File: src/rtl/pulse_train_generator.sv
// Programmable pulse-train source. After an accepted start it emits num_pulses
// rectangular pulses. Each pulse is high for max(high_len,1) cycles and then low
// for max(low_len,1) cycles. Every output is registered.
module pulse_train_generator #(
  parameter int unsigned CNT_W = 8,
  parameter int unsigned NUM_W = 8
) (
  input  logic             clock,
  input  logic             reset,
  input  logic             start,
  input  logic             abort,
  input  logic [CNT_W-1:0] high_len,
  input  logic [CNT_W-1:0] low_len,
  input  logic [NUM_W-1:0] num_pulses,
  output logic             data_out,
  output logic             busy,
  output logic             done,
  output logic             rise_mark,
  output logic             fall_mark
);

  localparam logic [CNT_W-1:0] CntOne = CNT_W'(1);
  localparam logic [NUM_W-1:0] NumOne = NUM_W'(1);

  typedef enum logic [1:0] {StIdle, StHigh, StLow} state_e;

  state_e           state_q, state_d;
  // Cycles spent in the current phase, counting from 1 on phase entry.
  logic [CNT_W-1:0] phase_q, phase_d;
  // Index of the pulse in progress, counting from 1.
  logic [NUM_W-1:0] pulse_q, pulse_d;
  logic [CNT_W-1:0] h_q, h_d;
  logic [CNT_W-1:0] l_q, l_d;
  logic [NUM_W-1:0] n_q, n_d;
  logic             data_q, data_d;
  logic             busy_q, busy_d;
  logic             done_q, done_d;
  logic             rise_q, rise_d;
  logic             fall_q, fall_d;

  logic             launch;
  logic [CNT_W-1:0] h_eff;
  logic [CNT_W-1:0] l_eff;

  // Zero lengths are promoted to one cycle.
  always_comb begin
    h_eff = (high_len == '0) ? CntOne : high_len;
    l_eff = (low_len == '0) ? CntOne : low_len;
  end

  // Next-state and next-output logic.
  always_comb begin
    state_d = state_q;
    phase_d = phase_q;
    pulse_d = pulse_q;
    h_d     = h_q;
    l_d     = l_q;
    n_d     = n_q;
    data_d  = data_q;
    busy_d  = busy_q;
    done_d  = 1'b0;
    rise_d  = 1'b0;
    fall_d  = 1'b0;
    launch  = 1'b0;

    unique case (state_q)
      StIdle: begin
        launch = start & ~abort;
      end
      StHigh: begin
        if (abort) begin
          state_d = StIdle;
          data_d  = 1'b0;
          busy_d  = 1'b0;
        end else if (phase_q == h_q) begin
          state_d = StLow;
          data_d  = 1'b0;
          fall_d  = 1'b1;
          phase_d = CntOne;
        end else begin
          phase_d = phase_q + CntOne;
        end
      end
      StLow: begin
        if (abort) begin
          state_d = StIdle;
          data_d  = 1'b0;
          busy_d  = 1'b0;
        end else if (phase_q == l_q) begin
          if (pulse_q == n_q) begin
            // Train ends; a start sampled here chains the next train with no gap.
            state_d = StIdle;
            data_d  = 1'b0;
            busy_d  = 1'b0;
            done_d  = 1'b1;
            launch  = start;
          end else begin
            state_d = StHigh;
            data_d  = 1'b1;
            rise_d  = 1'b1;
            phase_d = CntOne;
            pulse_d = pulse_q + NumOne;
          end
        end else begin
          phase_d = phase_q + CntOne;
        end
      end
      default: begin
        state_d = StIdle;
        data_d  = 1'b0;
        busy_d  = 1'b0;
      end
    endcase

    // Latch a new request; done set above survives so a chained train keeps it.
    if (launch) begin
      h_d     = h_eff;
      l_d     = l_eff;
      n_d     = num_pulses;
      phase_d = CntOne;
      pulse_d = NumOne;
      if (num_pulses != '0) begin
        state_d = StHigh;
        data_d  = 1'b1;
        busy_d  = 1'b1;
        rise_d  = 1'b1;
      end else begin
        state_d = StIdle;
        data_d  = 1'b0;
        busy_d  = 1'b0;
        done_d  = 1'b1;
      end
    end
  end

  // State and registered outputs; reset kills any train immediately.
  always_ff @(posedge clock or posedge reset) begin
    if (reset) begin
      state_q <= StIdle;
      phase_q <= CntOne;
      pulse_q <= NumOne;
      h_q     <= CntOne;
      l_q     <= CntOne;
      n_q     <= '0;
      data_q  <= 1'b0;
      busy_q  <= 1'b0;
      done_q  <= 1'b0;
      rise_q  <= 1'b0;
      fall_q  <= 1'b0;
    end else begin
      state_q <= state_d;
      phase_q <= phase_d;
      pulse_q <= pulse_d;
      h_q     <= h_d;
      l_q     <= l_d;
      n_q     <= n_d;
      data_q  <= data_d;
      busy_q  <= busy_d;
      done_q  <= done_d;
      rise_q  <= rise_d;
      fall_q  <= fall_d;
    end
  end

  assign data_out  = data_q;
  assign busy      = busy_q;
  assign done      = done_q;
  assign rise_mark = rise_q;
  assign fall_mark = fall_q;

endmodule

File: config.mk
export PLATFORM = sky130hd
export DESIGN_NAME = pulse_train_generator
export DESIGN_NICKNAME = d
export VERILOG_FILES = /design/src/rtl/pulse_train_generator.sv
export SDC_FILE = /design/constraint.sdc
export NUM_CORES = 1
export LEC_CHECK = 0
export ABC_AREA = 1
export CORE_ASPECT_RATIO = 1.2
export CORE_MARGIN = 5
export CORE_UTILIZATION = 46
export DETAILED_ROUTE_END_ITERATION = 7
export MAX_ROUTING_LAYER = met4
export PLACE_DENSITY = 0.76
export SYNTH_ARGS = -nofsm -noshare
export SYNTH_HDL_FRONTEND = slang
export SYNTH_SLANG_ARGS = --single-unit
export TNS_END_PERCENT = 50
File: constraint.sdc
create_clock -name clock -period 2.4 [get_ports clock]
set_input_delay 0.36 -clock clock [delete_from_list [all_inputs] [get_ports clock]]
set_output_delay 0.36 -clock clock [all_outputs]
set_load 0.03 [all_outputs]
# ---- Word level (Yosys, flattened, before mapping)
# Index checks and enable logic that the tools add are counted.
dict set report totals {
  in_bits 28
  ff_bits 47
  output_inout_bits 5
  wordCells 95
}
dict set report op_classes {
  reduce_logical 11
  add_sub_neg 2
  n_mux 54
  bitwise 2
  n_eq_ne 15
}
# operator count
set ops {}
lappend ops {{$mux W8} 13}
lappend ops {{$mux W1} 31}
lappend ops {{$eq A8 B8 Y1} 3}
lappend ops {{$add A8 B1 Y8 const B} 2}
lappend ops {{$logic_not A8 Y1} 2}
lappend ops {{$ne A4 B4 Y1 const B} 4}
lappend ops {{$pmux W8 S2} 1}
lappend ops {{$reduce_and A4 Y1} 3}
lappend ops {{$mux W2} 5}
lappend ops {{$ne A3 B3 Y1 const B} 3}
lappend ops {{$reduce_bool A8 Y1} 1}
lappend ops {{$pmux W1 S3} 2}
lappend ops {{$pmux W2 S3} 1}
lappend ops {{$ne A2 B2 Y1 const B} 2}
lappend ops {{$reduce_bool A2 Y1} 2}
lappend ops {{$reduce_and A3 Y1} 1}
lappend ops {{$reduce_bool A3 Y1} 1}
lappend ops {{$eq A2 B1 Y1 const B} 1}
lappend ops {{$eq A2 B2 Y1 const B} 1}
lappend ops {{$logic_not A2 Y1} 1}
lappend ops {{$ne A2 B1 Y1 const B} 1}
lappend ops {{$pmux W1 S2} 1}
lappend ops {{$and A1 B1 Y1} 1}
lappend ops {{$not A1 Y1} 1}

# ---- Longest topological paths before layout
# Gate-level depths: netlist of run 1.
dict set report depth {
  ltp_word 7
  ltp_mapped 15
  mapped_depth_nobuf 14
}

# ---- Worst setup path after synthesis of run 1
# Ideal clock, no wire load.
dict set report synth_path {
  path_kind {reg2reg}
  from {reg state_q[0]}
  to {reg pulse_q[6]}
  n_path_buf 1
  arrival_ps 1813
  required_time_ps 2283
  path_stages_with_launch 11
  synth_period_minus_slack_ps 1930
  path_slack_ps 470
  cell_sequence {dfrtp_1 -> inv_1 -> ha_1 -> inv_1 -> a211oi_2 -> nand2_4 -> clkinv_2 -> buf_6 -> nor2_1 -> nand3_1 -> nand2_1}
}
dict set report synth_between {
  elab_chain_len 4
}
# element line_no
set synth_rtl {}
lappend synth_rtl {{from (decl)} 27} ;# state_e state_q, state_d;
lappend synth_rtl {{from (signal assigned)} 139} ;# state_q <= StIdle;
lappend synth_rtl {{from (signal assigned)} 151} ;# state_q <= state_d;
lappend synth_rtl {{$eq A2 B2 Y1 or $logic_not A2 Y1 (tied branches)} 66} ;# unique case (state_q)
lappend synth_rtl {{$pmux W1 S2} 66}
lappend synth_rtl {{$ne A2 B2 Y1 (no source line), or another cell as far along} -}
lappend synth_rtl {{$reduce_and A4 Y1 (no source line)} -}
lappend synth_rtl {{to (signal assigned)} 141} ;# pulse_q <= NumOne;
lappend synth_rtl {{to (signal assigned)} 153} ;# pulse_q <= pulse_d;
lappend synth_rtl {{to (decl)} 31} ;# logic [NUM_W-1:0] pulse_q, pulse_d;
# Parallel ways exist; a longest one is shown, timed or not.
# A chain may end at the register's enable or synchronous reset.

# ---- Worst setup path in the final report of run 1
dict set report layout_path {
  from {reg state_q[0]}
  to {reg pulse_q[7]}
}
# The elaborated chain is that of the path after synthesis.

==> impl_summary.md, run 1 <==
Synth
The mapped netlist covers 2700 um^2. In the synthesized netlist, the number of instances is 377. Sorting the synthesized cells by how often they occur yields nand2_1, inv_1, dfrtp_1. Synthesis produced a netlist with a net count of 410. Summing the sequential cell areas from Yosys gives 42.8% of the chip area. Summed over all instances, the cell type with the most area after synthesis is dfrtp_1.

The async set-or-reset flop fraction in the synthesized netlist is 100%. Each instance of the synthesized netlist takes up on average 7.16 um^2. The synthesized design contains 0 enable-type register cells.

Sorting the synthesized cells by area gives the leading types as dfrtp_1, nand2_1, inv_1, o21ai_0, dfstp_2. The share of Yosys cell area claimed by the top area cell type is 38.9%. The number of storage elements in the synthesis netlist is 46.

The most frequent cell after synthesis is nand2_1. The netlist uses 33 different library cells. Yosys printed 0 warnings. Among all flip-flop cells after synthesis, the most frequent one is dfrtp_1.

Critical path
In this design, the critical path's most frequently occurring cell is inv_1. The nature of the critical path startpoint is a flip-flop. The critical-path maximum fanout is 17. The worst-path cell with the longest stage delay is dfrtp_1. For the worst setup path, the data required time is 2.65 ns. The signal arrival time at the worst endpoint is 2.42 ns. Traced cell by cell, the critical path runs through inv_1, ha_1, inv_1, a211oi_4, nand2_4, buf_4, a21oi_1, nand3_1, nand2_1. The critical path endpoint category is a flip-flop. The critical path is of the flip-flop to flip-flop type. The delay of the slowest cell on the worst path is 0.42 ns.

Clock network
TritonCTS built the clock tree. Clock latency on the worst-skew pair, taken at its later pin, is 0.31 ns. The number of gates resized after cts is 0.

The worst-case clock buffer depth is 2. The number of H-tree branching levels is 2. The number of setup buffers added after CTS is 0. In this run the clock root is driven by a clkbuf_8. The clock slew at the register clock pins of the worst setup and hold paths is 0.09 ns. Buffers inserted during clock tree synthesis total 5. Clock tree synthesis found a total of 46 sinks. The hold buffer count at CTS is 0.

Detailed routing
The via count is 2433. The first TritonRoute pass finished after 4 iterations. For this block, the initial DRC count from the detailed router was 125.

The number of design rule violations left after detail routing is 0. The mean number of vias per cell is 4.92. Summed over all layers, the routed wires come to 5.81 mm. In the final routed layout, each cell accounts on average for 11.7 um. The number of nets still failing antenna checks after routing is 0.

Final layout
The share of final-layout standard cells stronger than drive strength 1 is 8.92%. The area growth from synthesis to layout is 20.4%. After the last flow step, the layout net total stands at 447. The finished layout cell area is 3250 um^2. The antenna diode instance count is 0.

Global routing
The final global-route overflow total is 0. The number of global-route vias before repair is 2223. The number of antenna violations at the first check in global routing is 0. The first global-routing pass estimated 9.74 mm of wire. Entering global routing, the biggest net connects 47 pins. In the global route stage, overall resource usage came out at 17.0%.

Job
The tool flagged a number of max-cap violations equal to 0.

Placement
The global placer's final weighted congestion is 0.890. The HPWL reported at the end of detailed placement is 4.42 mm. The count of buffers from port buffering is 32.

The post-place setup slack is 0.210 ns. In this run the cell area measured after placement is 3140 um^2.

Floorplanning
In this run the horizontal extent of the chip is 79.9 um. The full die area is 7510 um^2. The core box area is 5670 um^2.

The initial utilization of the core area, before any placement, comes to 47.6%. 33 I/O pins were placed. The die height is 93.9 um. The floorplan row count is 30.

Timing
The worst path in the final design needs a cycle of 2.17 ns, including I/O delays and setup. Setup repair after global routing left no endpoint under its margin. The final hold violation count came to 0. The post-route clock period utilization is 90.6%. Across all hold checks on the routed design, the worst slack comes to 0.389 ns.

For the pin with the worst max-slew slack, the measured transition is 0.372 ns. The fmax is 460 MHz. On the final layout, the worst clock skew is 0.0120 ns.

The number of failing setup endpoints in the final timing report is 0. The normalized max-slew margin is 75.1%. The final-report max-slew violation count is 0. Setup slack closes at 0.227 ns. The final-layout setup total negative slack is 0 ns.

Power and ir drop
For this design the ratio of total power to cell area is 961 nW/um^2. The reported leakage power is 1.61 nW. VDD sags by at most 412 uV.

Hold path
The type of the most critical hold path is input pin to async pin.

Run status
The run finished with clean final reports.
## path summary, 6_finish.rpt
kind,depth (start not counted),from,to,slack (ns)
max,9,state_q[0],pulse_q[7],0.23
min,3,reset,n_q[2],0.39
max reg2reg,9,state_q[0],pulse_q[7],0.23
min reg2reg,2,busy,busy,0.49
max in group asynchronous,3,reset,h_q[0],1.74
min in group clock,2,busy,busy,0.49
## layout make-up
class	instances	area [um^2]
Fill cell	541	2420
Multi-Input combinational cell	269	1300
Sequential cell	46	1160
Timing Repair Buffer	36	375
Inverter	56	211
Tap cell	80	100
Clock buffer	7	76.3
Clock inverter	1	30.0
## state kept, by name (all words and copies together), names as in the netlist, 2 cells and up
name	cells
h_q	8
l_q	8
n_q	8
phase_q	8
pulse_q	8
state_q	2
## power breakdown
group	switching, mW	total (mW)	internal, mW	leakage (nW)
logic	0.759	1.26	0.503	0.971
clock network	0.265	0.577	0.312	0.0524
registers	0.222	1.29	1.07	0.586
total	1.25	3.13	1.88	1.61
## metrics by stage
step / total power [mW] / utilization (%) / std cells
after floorplan: 2.21 / - / 377
after CTS: 3.14 / 57.2 / 495
after global routing: 3.40 / 57.4 / 495
after detailed placement: 2.56 / 55.4 / 487
after global placement: 2.52 / 55.4 / 487
final: 3.13 / 57.4 / 495
## critical path, delay by kind of cell, from the launching register on
family / cells / cell delay (ns)
AOI/OAI and AO/OA: 2 / 0.53
and+or+nand+nor: 3 / 0.33
adders and majority gates: 1 / 0.30
DFF: 1 / 0.42
buffers and inverters: 3 / 0.53
## cells in the final DEF, fill, tap and decap left out, types with 2 or more instances in the layout
cell type / instances
nand2_1: 137
inv_1: 49
dfrtp_1: 42
o21ai_0: 32
clkdlybuf4s50_1: 32
nor2_1: 21
nand3_1: 17
xor2_1: 8
a21oi_1: 7
nand2_2: 6
nor4_1: 6
inv_2: 5
nand4_1: 5
nor3_1: 5
ha_1: 5
clkbuf_8: 5
or2_2: 4
dfstp_2: 4
nor2_2: 2
nor2_4: 2
o21ai_1: 2
xnor2_1: 2
clkbuf_1: 2
buf_12: 2
buf_4: 2
## cell families after synthesis
logic type | Yosys count | synth area share (%)
AND/OR/NAND/NOR | 207 | 33.0
buffers and inverters | 62 | 9.22
AO/OA/AOI/OAI | 47 | 9.41
flip-flops | 46 | 42.8
XOR/XNOR | 10 | 3.24
adder cells (fa/ha/maj) | 5 | 2.32
## routing by layer
| metal | wire length, um | up-vias | global-route usage [%] |
|---|---|---|---|
| met4 | 108 | 0 | 5.63 |
| met1 | 2550 | 1124 | 19.6 |
| met2 | 2910 | 45 | 29.1 |
| met5 | 0 | - | - |
| li1 | - | 1257 | - |
| met3 | 238 | 7 | 3.65 |
(Power assumes the default switching activity.)
==> inputs of run 2 (changes only) <==
- CELL_PAD_IN_SITES_DETAIL_PLACEMENT: unset -> 0
- CELL_PAD_IN_SITES_GLOBAL_PLACEMENT: unset -> 2
- CORE_UTILIZATION: 46 -> 31
- PLACE_DENSITY: 0.76 -> 0.86
- SKIP_CTS_REPAIR_TIMING: unset -> 1
==> run 2 against run 1 <==
Largest cell class unchanged. Critical path type unchanged. Largest power group is now combinational cells. Critical endpoint is now phase_q[7]. Core utilization shrank 19 points. Critical path depth grew 1. First-iteration DRC count down 18%. Highest routed layer unchanged.
==> impl_summary.md, run 2 (synthesis results as in run 1) <==
Clock network
The number of H-tree branching levels is 2. The worst-case clock buffer depth is 2. Counting the buffers created by CTS gives 5. The clock latency reported for the late side of the worst-skew pair is 0.31 ns. The CTS root buffer is clkbuf_8. The clock slew at the register clock pins of the worst setup and hold paths is 0.10 ns. The TritonCTS clock tree is done. The number of sinks handled by clock tree synthesis is 46.

Power and ir drop
Per report_power, the combinational group accounts for 41.0% of the total. The clock network power share is 18.6%. The design internal power is 1.88 mW. The reported leakage power is 1.62 nW.

The total power draw is 3.15 mW. The reported net switching power is 1.26 mW. The worst ir drop on vdd is 324 uV. The share of total power consumed by net switching is 40.1%. The cell area power density is 954 nW/um^2. Of the total power, registers draw 40.4%.

Timing
After layout, the minimum clock period comes to 2.20 ns. The final hold violation count came to 0. The fmax is 454 MHz.

In the post-route analysis, the smallest setup slack over all paths is 0.199 ns. The maximum clock skew at final layout is 0.00910 ns. The number of failing setup endpoints in the final timing report is 0. Across all hold checks on the routed design, the worst slack comes to 0.379 ns. The worst-margin pin slew is 0.472 ns.

The final critical path takes up 91.7% of the cycle. The final-layout setup total negative slack is 0 ns. In this run the tightest slew margin relative to its limit is 68.5%.

Setup repair after global routing left no endpoint under its margin. The final-report max-slew violation count came to 0.

Final layout
After the flow finishes, the layout carries non-filler instances totaling 535. In the layout the commonest cells are nand2_1, inv_1, dfrtp_1. The antenna diode instance count is 0.

After filler insertion, the fill cell instance count of the layout stands at 933. The library cell used most frequently in the layout, excluding fill and tap cells, is nand2_1. Summing all non-filler instances in the final layout gives an area of 3300 um^2. At the end of the flow the core is filled with cells to 38.5%. Relative to the synthesized area, the layout overhead comes to 22.2%.

After the last flow step, the layout net total stands at 450. The share of final-layout standard cells stronger than drive strength 1 is 10.5%.

Detailed routing
The number of nets still failing antenna checks after routing is 0. For this block, the routed nets add up to 6.48 mm of wire. The first detailed-routing pass ran for 4 iterations.

The average detailed-routed wire length per instance is 12.1 um. In the detailed route, the total length drawn on met3 is 175 um. The highest layer touched by signal routing is met4. The mean number of vias per cell is 4.42.

For this block, wires on met1 add up to 2.81 mm. The detailed router finished its first iteration with 103 violations. The via count is 2365. For this run, design rule violations remaining after detail routing come to 0.

The routed design uses 3.41 mm of met2 wire.

Critical path
The critical path is of the flip-flop to flip-flop type. The worst setup path is launched from a flip-flop. The reg-to-reg setup timing slack is 0.20 ns. The endpoint of the worst-slack reg-to-reg timing path is phase_q[7]. Measured in cells, the most critical reg-to-reg path has a length of 10. At the worst endpoint, the arrival time is 2.39 ns.

The critical-path maximum fanout is 15. The start of the worst register-to-register path is state_q[0]. At the worst endpoint, the required time is 2.59 ns. The critical path endpoint category is a flip-flop.

Placement
The cell total after placement is 527. The area after detailed placement is 3180 um^2. The global placer's final weighted congestion is 0.783. Before CTS, the worst setup slack after placement is 0.150 ns. The count of buffers from port buffering is 32.

The HPWL reported at the end of detailed placement is 5.11 mm.

Global routing
The total overflow left after global routing is 0. Entering global routing, the biggest net connects 22 pins. The number of antenna violations at the first check in global routing is 0. The combined global-route utilization of all metal layers is 13.4%. The global-route wire length before repair is 10.9 mm. The number of global-route vias before repair is 2333.

Floorplanning
The effective utilization at floorplan is 31.5%. The full die area is 10700 um^2. The core box area is 8560 um^2. The die is 95.2 um wide. Row generation in the floorplan step produced 37 rows.

The die is 112 um tall. In this run the count of I/O pins placed on the die edge is 33.

Job
Max-cap violations in this run came to 0.

Run status
The run finished with clean final reports.

Hold path
The path class of the tightest hold or removal check is input pin to async pin.
[run 2: cell types whose count changed in the layout (fill, tap and decap cells not counted), sizes merged]
cell / previous run / this run
inv: 54 / 55
clkinv: 2 / 3
buf: 4 / 7
clkbuf: 7 / 5
[run 2: area by class of cell]
class                           count  area, um^2  area share (%)
Tap cell                          117         146            4.44
Inverter                           56         211            6.41
Clock buffer                        5        68.8            2.08
Timing Repair Buffer               39         373            11.3
Clock inverter                      3        40.0            1.21
Multi-Input combinational cell    269        1310            39.5
Sequential cell                    46        1160            35.0
[run 2: power by group through the flow]
stage,clock network [mW],logic (mW),registers [mW]
final,0.585,1.29,1.27
after global routing,0.642,1.51,1.32
after CTS,0.611,1.31,1.28
after detailed placement,0,1.30,1.29
after global placement,0,1.29,1.29
after floorplan,0,0.925,1.28
[run 2: worst max-delay path, cell delays in order (launching register included)]
cell      delay, ns
dfrtp_1        0.42
inv_1          0.09
ha_1           0.31
inv_1          0.22
a211oi_4       0.36
nand2_4        0.13
buf_4          0.21
nand2_2        0.16
inv_1          0.09
nand2_1        0.06
nand2_1        0.05
[run 2: routing by layer]
layer	up-vias	GRT usage [%]
li1	1260	-
met2	34	23.7
met4	0	4.23
met1	1063	15.0
met5	-	-
met3	8	2.28
[run 2: worst max path at each step]
stage                    start    endpoint  slack (ns)  cells after the start
floorplan           state_q[0]  pulse_q[6]        0.47                     10
global placement    state_q[0]  phase_q[7]        0.15                     10
detailed placement  state_q[0]  phase_q[7]        0.15                     10
CTS                 state_q[0]  phase_q[7]        0.12                     10
global route        state_q[0]      l_q[2]       0.008                      9
finish              state_q[0]  phase_q[7]        0.20                     10
